--- config.mk ---
export PLATFORM = sky130hd
export DESIGN_NAME = fnd_counter_display
export DESIGN_NICKNAME = d
export VERILOG_FILES = /design/src/rtl/fnd_counter_display.sv
export SDC_FILE = /design/constraint.sdc
export NUM_CORES = 1
export LEC_CHECK = 0
export ABC_AREA = 1
export ABC_CLOCK_PERIOD_IN_PS = 6770
export BUFFER_PORTS_ARGS = -buffer_cell sky130_fd_sc_hd__buf_2
export CAP_MARGIN = 20
export CORE_UTILIZATION = 64
export DETAILED_ROUTE_END_ITERATION = 10
export HOLD_SLACK_MARGIN = 0.08
export PLACE_DENSITY = 0.83
export RECOVER_POWER = 50
export SETUP_SLACK_MARGIN = 0.5
export SLEW_MARGIN = 20
export SYNTH_ARGS = -nofsm -noshare
export SYNTH_HDL_FRONTEND = slang
export SYNTH_SLANG_ARGS = --single-unit
--- constraint.sdc ---
create_clock -name clk -period 6.77 [get_ports clk]
set_clock_uncertainty 0.05 [all_clocks]
set_input_delay 1.354 -clock clk [delete_from_list [all_inputs] [get_ports clk]]
set_output_delay 1.354 -clock clk [all_outputs]
set_load 0.01 [all_outputs]
--- src/rtl/fnd_counter_display.sv ---
// ---------------------------------------------------------------------------
// fnd_counter_display
//
// Purpose:
//   Board-top block that combines a prescaled modulo up/down counter with a
//   4-digit multiplexed 7-segment (FND) driver. It includes decimal digit
//   extraction, optional leading-zero blanking and a "paused" indicator. The
//   indicator lights the ones-digit decimal point while run is low.
//
// Parameters:
//   MAX_COUNT  terminal count value (1..9999)
//   TICK_DIV   clock cycles per count step (>= 2)
//   SCAN_DIV   clock cycles each digit stays selected (>= 1)
//   BLANK_LZ   1 = blank leading zero digits (ones digit is never blanked)
//
// Ports:
//   clk        in   1   system clock
//   reset      in   1   synchronous, active-high reset
//   run        in   1   1 = prescaler/counter advance, 0 = paused
//   up_dn      in   1   1 = count up, 0 = count down
//   clear      in   1   synchronous clear of counter and prescaler
//   count_out  out  14  current count, binary
//   wrap       out  1   one-cycle pulse, coincident with the wrapped count
//   fndFont    out  8   segments, active-low; bit7 = dp, bits6:0 = g..a
//   fndCom     out  4   digit select, active-low one-hot; bit0 = ones digit
// ---------------------------------------------------------------------------
module fnd_counter_display #(
    parameter int MAX_COUNT = 9999,
    parameter int TICK_DIV  = 100000,
    parameter int SCAN_DIV  = 1000,
    parameter int BLANK_LZ  = 1
) (
    input  logic        clk,
    input  logic        reset,
    input  logic        run,
    input  logic        up_dn,
    input  logic        clear,
    output logic [13:0] count_out,
    output logic        wrap,
    output logic [7:0]  fndFont,
    output logic [3:0]  fndCom
);

    localparam int PW = (TICK_DIV > 2) ? $clog2(TICK_DIV) : 1;
    localparam int SW = (SCAN_DIV > 1) ? $clog2(SCAN_DIV) : 1;

    localparam logic [PW-1:0] P_LAST = PW'(TICK_DIV - 1);
    localparam logic [SW-1:0] S_LAST = SW'(SCAN_DIV - 1);
    localparam logic [13:0]   C_MAX  = 14'(MAX_COUNT);

    // Active-low segment pattern for one decimal digit, dp off.
    function automatic logic [7:0] fn_font(input logic [3:0] d);
        logic [7:0] seg;
        case (d)
            4'd0:    seg = 8'hC0;
            4'd1:    seg = 8'hF9;
            4'd2:    seg = 8'hA4;
            4'd3:    seg = 8'hB0;
            4'd4:    seg = 8'h99;
            4'd5:    seg = 8'h92;
            4'd6:    seg = 8'h82;
            4'd7:    seg = 8'hF8;
            4'd8:    seg = 8'h80;
            4'd9:    seg = 8'h90;
            default: seg = 8'hFF;
        endcase
        return seg;
    endfunction

    logic [PW-1:0] r_presc;
    logic [13:0]   r_count;
    logic          r_wrap;
    logic [SW-1:0] r_scan;
    logic [1:0]    r_idx;
    logic [3:0]    r_com;
    logic [7:0]    r_font;

    logic          w_tick;
    logic [3:0]    w_d0;
    logic [3:0]    w_d1;
    logic [3:0]    w_d2;
    logic [3:0]    w_d3;
    logic          w_blank1;
    logic          w_blank2;
    logic          w_blank3;
    logic [7:0]    w_seg;

    // tick is only meaningful while running; the prescaler is frozen otherwise.
    assign w_tick = run && (r_presc == P_LAST);

    // ---- prescaler and modulo counter ----
    always_ff @(posedge clk) begin
        if (reset) begin
            r_presc <= '0;
            r_count <= '0;
            r_wrap  <= 1'b0;
        end else if (clear) begin
            r_presc <= '0;
            r_count <= '0;
            r_wrap  <= 1'b0;
        end else if (w_tick) begin
            r_presc <= '0;
            if (up_dn) begin
                if (r_count == C_MAX) begin
                    r_count <= '0;
                    r_wrap  <= 1'b1;
                end else begin
                    r_count <= r_count + 14'd1;
                    r_wrap  <= 1'b0;
                end
            end else begin
                if (r_count == 14'd0) begin
                    r_count <= C_MAX;
                    r_wrap  <= 1'b1;
                end else begin
                    r_count <= r_count - 14'd1;
                    r_wrap  <= 1'b0;
                end
            end
        end else begin
            if (run) begin
                r_presc <= r_presc + PW'(1);
            end
            r_wrap <= 1'b0;
        end
    end

    // ---- digit scan timer, free-running regardless of run/clear ----
    always_ff @(posedge clk) begin
        if (reset) begin
            r_scan <= '0;
            r_idx  <= 2'd0;
        end else if (r_scan == S_LAST) begin
            r_scan <= '0;
            r_idx  <= r_idx + 2'd1;
        end else begin
            r_scan <= r_scan + SW'(1);
        end
    end

    // ---- decimal digits and blanking from the registered count ----
    assign w_d0 = 4'(r_count % 14'd10);
    assign w_d1 = 4'((r_count / 14'd10) % 14'd10);
    assign w_d2 = 4'((r_count / 14'd100) % 14'd10);
    assign w_d3 = 4'(r_count / 14'd1000);

    // A digit is a leading zero only if it and every higher digit are zero.
    assign w_blank3 = (BLANK_LZ != 0) && (w_d3 == 4'd0);
    assign w_blank2 = w_blank3 && (w_d2 == 4'd0);
    assign w_blank1 = w_blank2 && (w_d1 == 4'd0);

    always_comb begin
        w_seg = 8'hFF;
        case (r_idx)
            2'd0:    w_seg = fn_font(w_d0);
            2'd1:    w_seg = w_blank1 ? 8'hFF : fn_font(w_d1);
            2'd2:    w_seg = w_blank2 ? 8'hFF : fn_font(w_d2);
            default: w_seg = w_blank3 ? 8'hFF : fn_font(w_d3);
        endcase
        // Paused indicator: ones-digit decimal point lit.
        if (!run && (r_idx == 2'd0)) begin
            w_seg[7] = 1'b0;
        end
    end

    // ---- registered display outputs ----
    always_ff @(posedge clk) begin
        if (reset) begin
            r_com  <= 4'b1110;
            r_font <= 8'hC0;
        end else begin
            r_com  <= ~(4'b0001 << r_idx);
            r_font <= w_seg;
        end
    end

    assign count_out = r_count;
    assign wrap      = r_wrap;
    assign fndCom    = r_com;
    assign fndFont   = r_font;

endmodule

---- After elaboration in Yosys (flattened, before gate mapping) ----
Memories as Yosys holds them, arrays and structs flattened.
Cells that the tools add are included.
word-level totals
  bits in registers ....................... 56
  ROM bits ................................ 448
  input bits .............................. 5
  output and inout port bits .............. 27
  logic and storage cells ................. 55
  memories kept ........................... 4
memory list
  memory            words  bits a word  rd ports  clocked after Yosys merged registers in  wr ports  RTL line  source
  (name not given)  16     7            1         0                                        0         54        case (d)
  (name not given)  16     7            1         0                                        0         54
  (name not given)  16     7            1         0                                        0         54
  (name not given)  16     7            1         0                                        0         54
operators by class
  add/subtract/negate cells ............... 5
  divide/modulo/power cells ............... 6
  equal/unequal tests ..................... 5
  shift-type cells ........................ 1
  mux-type cells .......................... 11
  bitwise logic cells ..................... 2
  reductions and logical operators ........ 14
operators with widths
  cell                                                  number
  modulo 14 x 4 -> 14 bit (second input constant)       3
  two-way mux 14 bit                                    3
  two-way mux 8 bit                                     3
  case mux 8 bit (3 select lines)                       1
  adder 17 x 1 -> 17 bit (second input constant)        1
  equality test 17 bit (second input constant)          1
  adder 14 x 1 -> 14 bit (second input constant)        1
  divider 14 x 10 -> 14 bit (second input constant)     1
  divider 14 x 4 -> 14 bit (second input constant)      1
  divider 14 x 7 -> 14 bit (second input constant)      1
  equality test 14 bit (second input constant)          1
  zero test 14 bit                                      1
  subtractor 14 x 1 -> 14 bit (second input constant)   1
  zero test 4 bit                                       3
  adder 10 x 1 -> 10 bit (second input constant)        1
  equality test 10 bit (second input constant)          1
  OR reduction 3 bit                                    2
  logical AND 1 bit                                     4
  two-way mux 1 bit                                     4
  inverter 4 bit                                        1
  OR reduction 2 bit                                    2
  left shift 1 x 2 -> 4 bit (first input constant)      1
  adder 2 x 1 -> 2 bit (second input constant)          1
  equality test 2 x 1 -> 1 bit (second input constant)  1
  other kinds (4)                                       4

---- Depth between registers and ports, before layout ----
  depth after elaboration ................. 8
  mapped depth ............................ 60
  gate-level depth less buffers ........... 59

---- Worst setup path after synthesis ----
OpenSTA, ideal clock, no wires.
  path kind ............................... register to register
  start point ............................. register r_count[9] (netlist: count_out[9])
  end point ............................... register r_font[6] (netlist: fndFont[6])
  setup time .............................. 58 ps
  arrival time ............................ 5649 ps
  required time ........................... 6662 ps
  path slack .............................. 1013 ps
  stages on the path, launching flop included .. 56
  buffers on the path ..................... 1
  period minus slack after synthesis ...... 5757 ps
  cells stage by stage .................... dfxtp_1 buf_6 nor2_4 nand2_2 nand2_2 inv_2 nor2_1 inv_2 nand2_4 nand2_1 nand2_4 nand3_4 nand2_4 nand2_4 ha_1 a21oi_1 a31oi_1 nor2_1 [20 not listed] nand2_1 nand2_1 inv_2 nor3_1 xor2_1 nand2_1 inv_1 ha_1 nand3_1 nor2_1 nand3_2 nor2_2 nand3_2 nand3_1 nand2_1 nand2_1 nand2_1 nand2_1
between the ends
  longest elaborated chain between the ends .. 7
  elaborated cells on any way between the ends .. 19
  those cells by class .................... div: 6; mux: 4; reduce/logical: 5; memory: 4
ends and longest elaborated chain
  what                                                              RTL line  source
  start, declared                                                   71        logic [13:0] r_count;
  start signal, assigned                                            108       r_count <= r_count + 14'd1;
  start signal, assigned                                            116       r_count <= r_count - 14'd1;
  branches (longest 6 deep; another with divider 14 x 7 -> 14 bit)  n/a
  case mux 8 bit (3 select lines) (*)                               154       case (r_idx)
  end signal, assigned                                              173       r_font <= w_seg;
  end, declared                                                     76        logic [7:0] r_font;
Every way passes the cells marked *.
A chain may end at the register's enable or synchronous reset.

---- Final worst setup path ----
  start point ............................. register r_count[11] (netlist: count_out[11])
  end point ............................... register r_font[3] (netlist: fndFont[3])
The elaborated chain is that of the path after synthesis.

==> summary.txt <==
Antenna viol nets, final: 0
Boundary pin count: 32
Hold path cells: 1
Slowest stage delay, CP: 0.51 ns
#FFs+latches synth: 56
Outcome: completed
Synthesized area: 0.00688 mm²
Clk pin slew, worst setup/hold paths: 0.11 ns
Sw Ratio: 25.3%
Final setup fails: 0
Internal power: 411 µW
Routed vias/inst: 5.91
Worst r2r dst: fndFont[3]
Reg power frac: 60.4%
Yosys warns: 0
GPL Wtd Cong: 0.945
Synth-to-layout area growth: 20.9%
Clock Sinks: 56
Power Dens Cells: 66.2 mW/mm²
Final Cell Area: 0.00831 mm²
IO buf count: 31
CP endpoint kind: flip-flop
Row count: 37
Reg2reg setup slack: 0.46 ns
Worst-margin pin slew: 0.906 ns
Vias in the first global route: 6402
Syn_nets: 1170
DRC: 0
Num CTS Buffers: 5
R2R cell count: 55
Total global routing overflow: 0
DR iter-0 viols: 746
Hold Fails Final Rpt: 0
Tcrit/Tclk final: 93.1%
Crit path top cell by count: nand2_4
Sw Pwr: 139 µW
Post-synth top area share: 16.3%
Worst-path maximum fanout: 8
DIE HEIGHT: 106 µm
Top cells by area, synth: dfxtp_1 (16%), nand2_1 (15%), nand3_1 (7.3%), inv_1 (7.3%), ha_1 (7.1%)
Die area: 0.0112 mm²
Multi-input gate area: 0.00553 mm²
Vias: 8014
Die X: 106 µm
Syn Area/Cell: 6.11 µm²
Initial antenna violation count: 0
Mapped Cells: 1126
CTS Root Cell: clkbuf_8
Comb pwr share: 4.1%
CP startpoint: count_out[11]
CP arrival: 6.53 ns
Core area: 0.0104 mm²
Unrepaired setup endpoints after global routing: true
DP Area: 0.00703 mm²
Routed Wire Length: 20100 µm
Latest clock arrival within the worst-skew pair: 0.33 ns
Ratio of cells with drive above 1 in the final layout: 26.2%
Clk buf depth: 2
Maximum clock rate: 159 MHz
RR Startpoint: count_out[11]
Fillers: 753
Rel. slew slack: 39.0%
Hold buffers post-CTS: 0
Min Clock Period, post-route: 6.31 ns
Place WS: 0.131 ns
CP endpoint: fndFont[3]
Clock Power Share: 35.5%
Slew Viols, Final: 0
Post-synth top area cell: dfxtp_1
First-pass GRT wire length: 27900 µm
Ant. Diodes: 0
VDD IR max: 0.0952 mV
Startpoint Class: flip-flop
HP Class: reg -> reg
Routed WL per cell: 14.8 µm
TritonCTS clock tree: done
Largest net degree at the start of global routing: 21
Seq. cell area: 0.00113 mm²
Fin worst setup slack: 0.465 ns
Net count, final: 1264
Sequential area share after synthesis: 16.3%
Post-DP HPWL: 12400 µm
Netlist cell types: 57
Required @ worst endpoint: 6.99 ns
Initial Util: 66.3%
GRT Total Usage: 29.5%
Setup CP Type: reg -> reg
Worst path slowest cell: dfxtp_1
First drt pass iteration count: 7
LEAKAGE: 4.15 nW
Max_cap viols: 0
Htree depth: 2
[kinds of logic after synthesis]
logic type / count (synthesis) / share of synthesized area (%)
AOI/OAI and AO/OA: 164 / 14.0
xor gates and xnor gates: 34 / 4.44
adders and majority gates: 39 / 7.09
buffers and inverters: 191 / 12.6
DFF: 56 / 16.3
and+or+nand+nor: 642 / 45.6
[cell type report]
class | count | share of cell area [%]
timing repair buffer | 109 | 8.74
tap | 136 | 2.05
inverter | 169 | 8.04
clock inverter | 3 | 0.256
multi-input combinational | 879 | 66.5
clock buffer | 5 | 0.828
sequential | 56 | 13.5
[power groups by stage]
stage	sequential [mW]	combinational [mW]	clock [mW]
2_1_floorplan	0.340	0.0151	0
3_3_place_gp	0.340	0.0208	0
3_5_place_dp	0.340	0.0211	0
4_1_cts	0.332	0.0212	0.200
5_1_grt	0.333	0.0239	0.214
6_report	0.333	0.0224	0.195
[per-stage QoR]
| step | total power, mW | cells | setup TNS (ns) | utilization (%) | hold WS, ns |
|---|---|---|---|---|---|
| 2_1_floorplan | 0.355 | 1126 | 0 | - | 0.368 |
| 3_3_place_gp | 0.361 | 1277 | 0 | 67.8 | 0.386 |
| 3_5_place_dp | 0.361 | 1277 | 0 | 67.8 | 0.406 |
| 4_1_cts | 0.554 | 1286 | 0 | 69.1 | 0.422 |
| 5_1_grt | 0.571 | 1357 | -0.127 | 80.2 | 0.448 |
| 6_report | 0.550 | 1357 | 0 | 80.2 | 0.436 |
[synth_stat cells, drive strengths merged]
cell / n
a211oi: 6
a21o: 1
a21oi: 60
a221oi: 2
a311oi: 1
a31oi: 9
and2: 1
and3: 1
buf: 8
clkbuf: 14
clkinv: 7
dfxtp: 56
ha: 39
inv: 162
nand2: 338
nand3: 115
nand3b: 3
nand4: 36
nor2: 110
nor3: 21
nor3b: 3
nor4: 8
o2111ai: 2
o211ai: 6
o21a: 1
o21ai: 64
o21bai: 2
o22ai: 5
o31ai: 3
o32ai: 1
o41ai: 1
or2: 6
xnor2: 8
xor2: 26
[registers in the layout (all words and copies together) (netlist names)]
name / cells
r_presc: 17
count_out: 14
r_scan: 10
fndFont: 8
fndCom: 4
r_idx: 2
wrap: 1
[what timing repair did]
action                                  CTS  global route
resized for setup                        13           152
endpoints found under the setup margin    7             7
gates cloned                              0             0
setup buffers                             1            71
pin swaps                                 1            72
[cells in the final DEF, fill, tap and decap left out, types with 15 or more instances in the layout]
cell type    n
a21oi_1     49
buf_4       72
clkbuf_1    21
dfxtp_1     54
ha_1        36
inv_1      127
inv_2       28
nand2_1    249
nand2_2     58
nand2_4     26
nand3_1     83
nand3_2     22
nand4_1     32
nor2_1      86
nor2_4      15
nor3_1      20
o21ai_0     36
o21ai_1     19
xor2_1      22
[worst max-delay path, delay by kind of cell (launching register included)]
kind            cells  cell delay (ns)
buf+inv            13             1.12
flops               1             0.51
fa+ha+maj           1             0.15
xor+xnor            1             0.16
simple gates       36             3.60
compound gates      4             0.63
[worst min path at each step]
stage | startpoint | end | slack [ns]
3_5_place_dp | r_scan[0] | r_scan[0] | 0.41
2_1_floorplan | r_scan[0] | r_scan[0] | 0.37
5_1_grt | r_scan[0] | r_scan[0] | 0.45
6_report | r_scan[0] | r_scan[0] | 0.44
4_1_cts | r_scan[0] | r_scan[0] | 0.42
3_3_place_gp | r_scan[0] | r_scan[0] | 0.39
[per-layer routing]
layer / GRT usage (%) / part of all wire (%) / vias up
met2: 51.0 / 48 / 403
met3: 3.03 / 7.2 / 127
met4: 5.95 / 4.6 / 0
li1: - / - / 3878
met1: 39.6 / 40 / 3606
met5: 0 / 0 / -
Power figures use the tool's default switching activity.
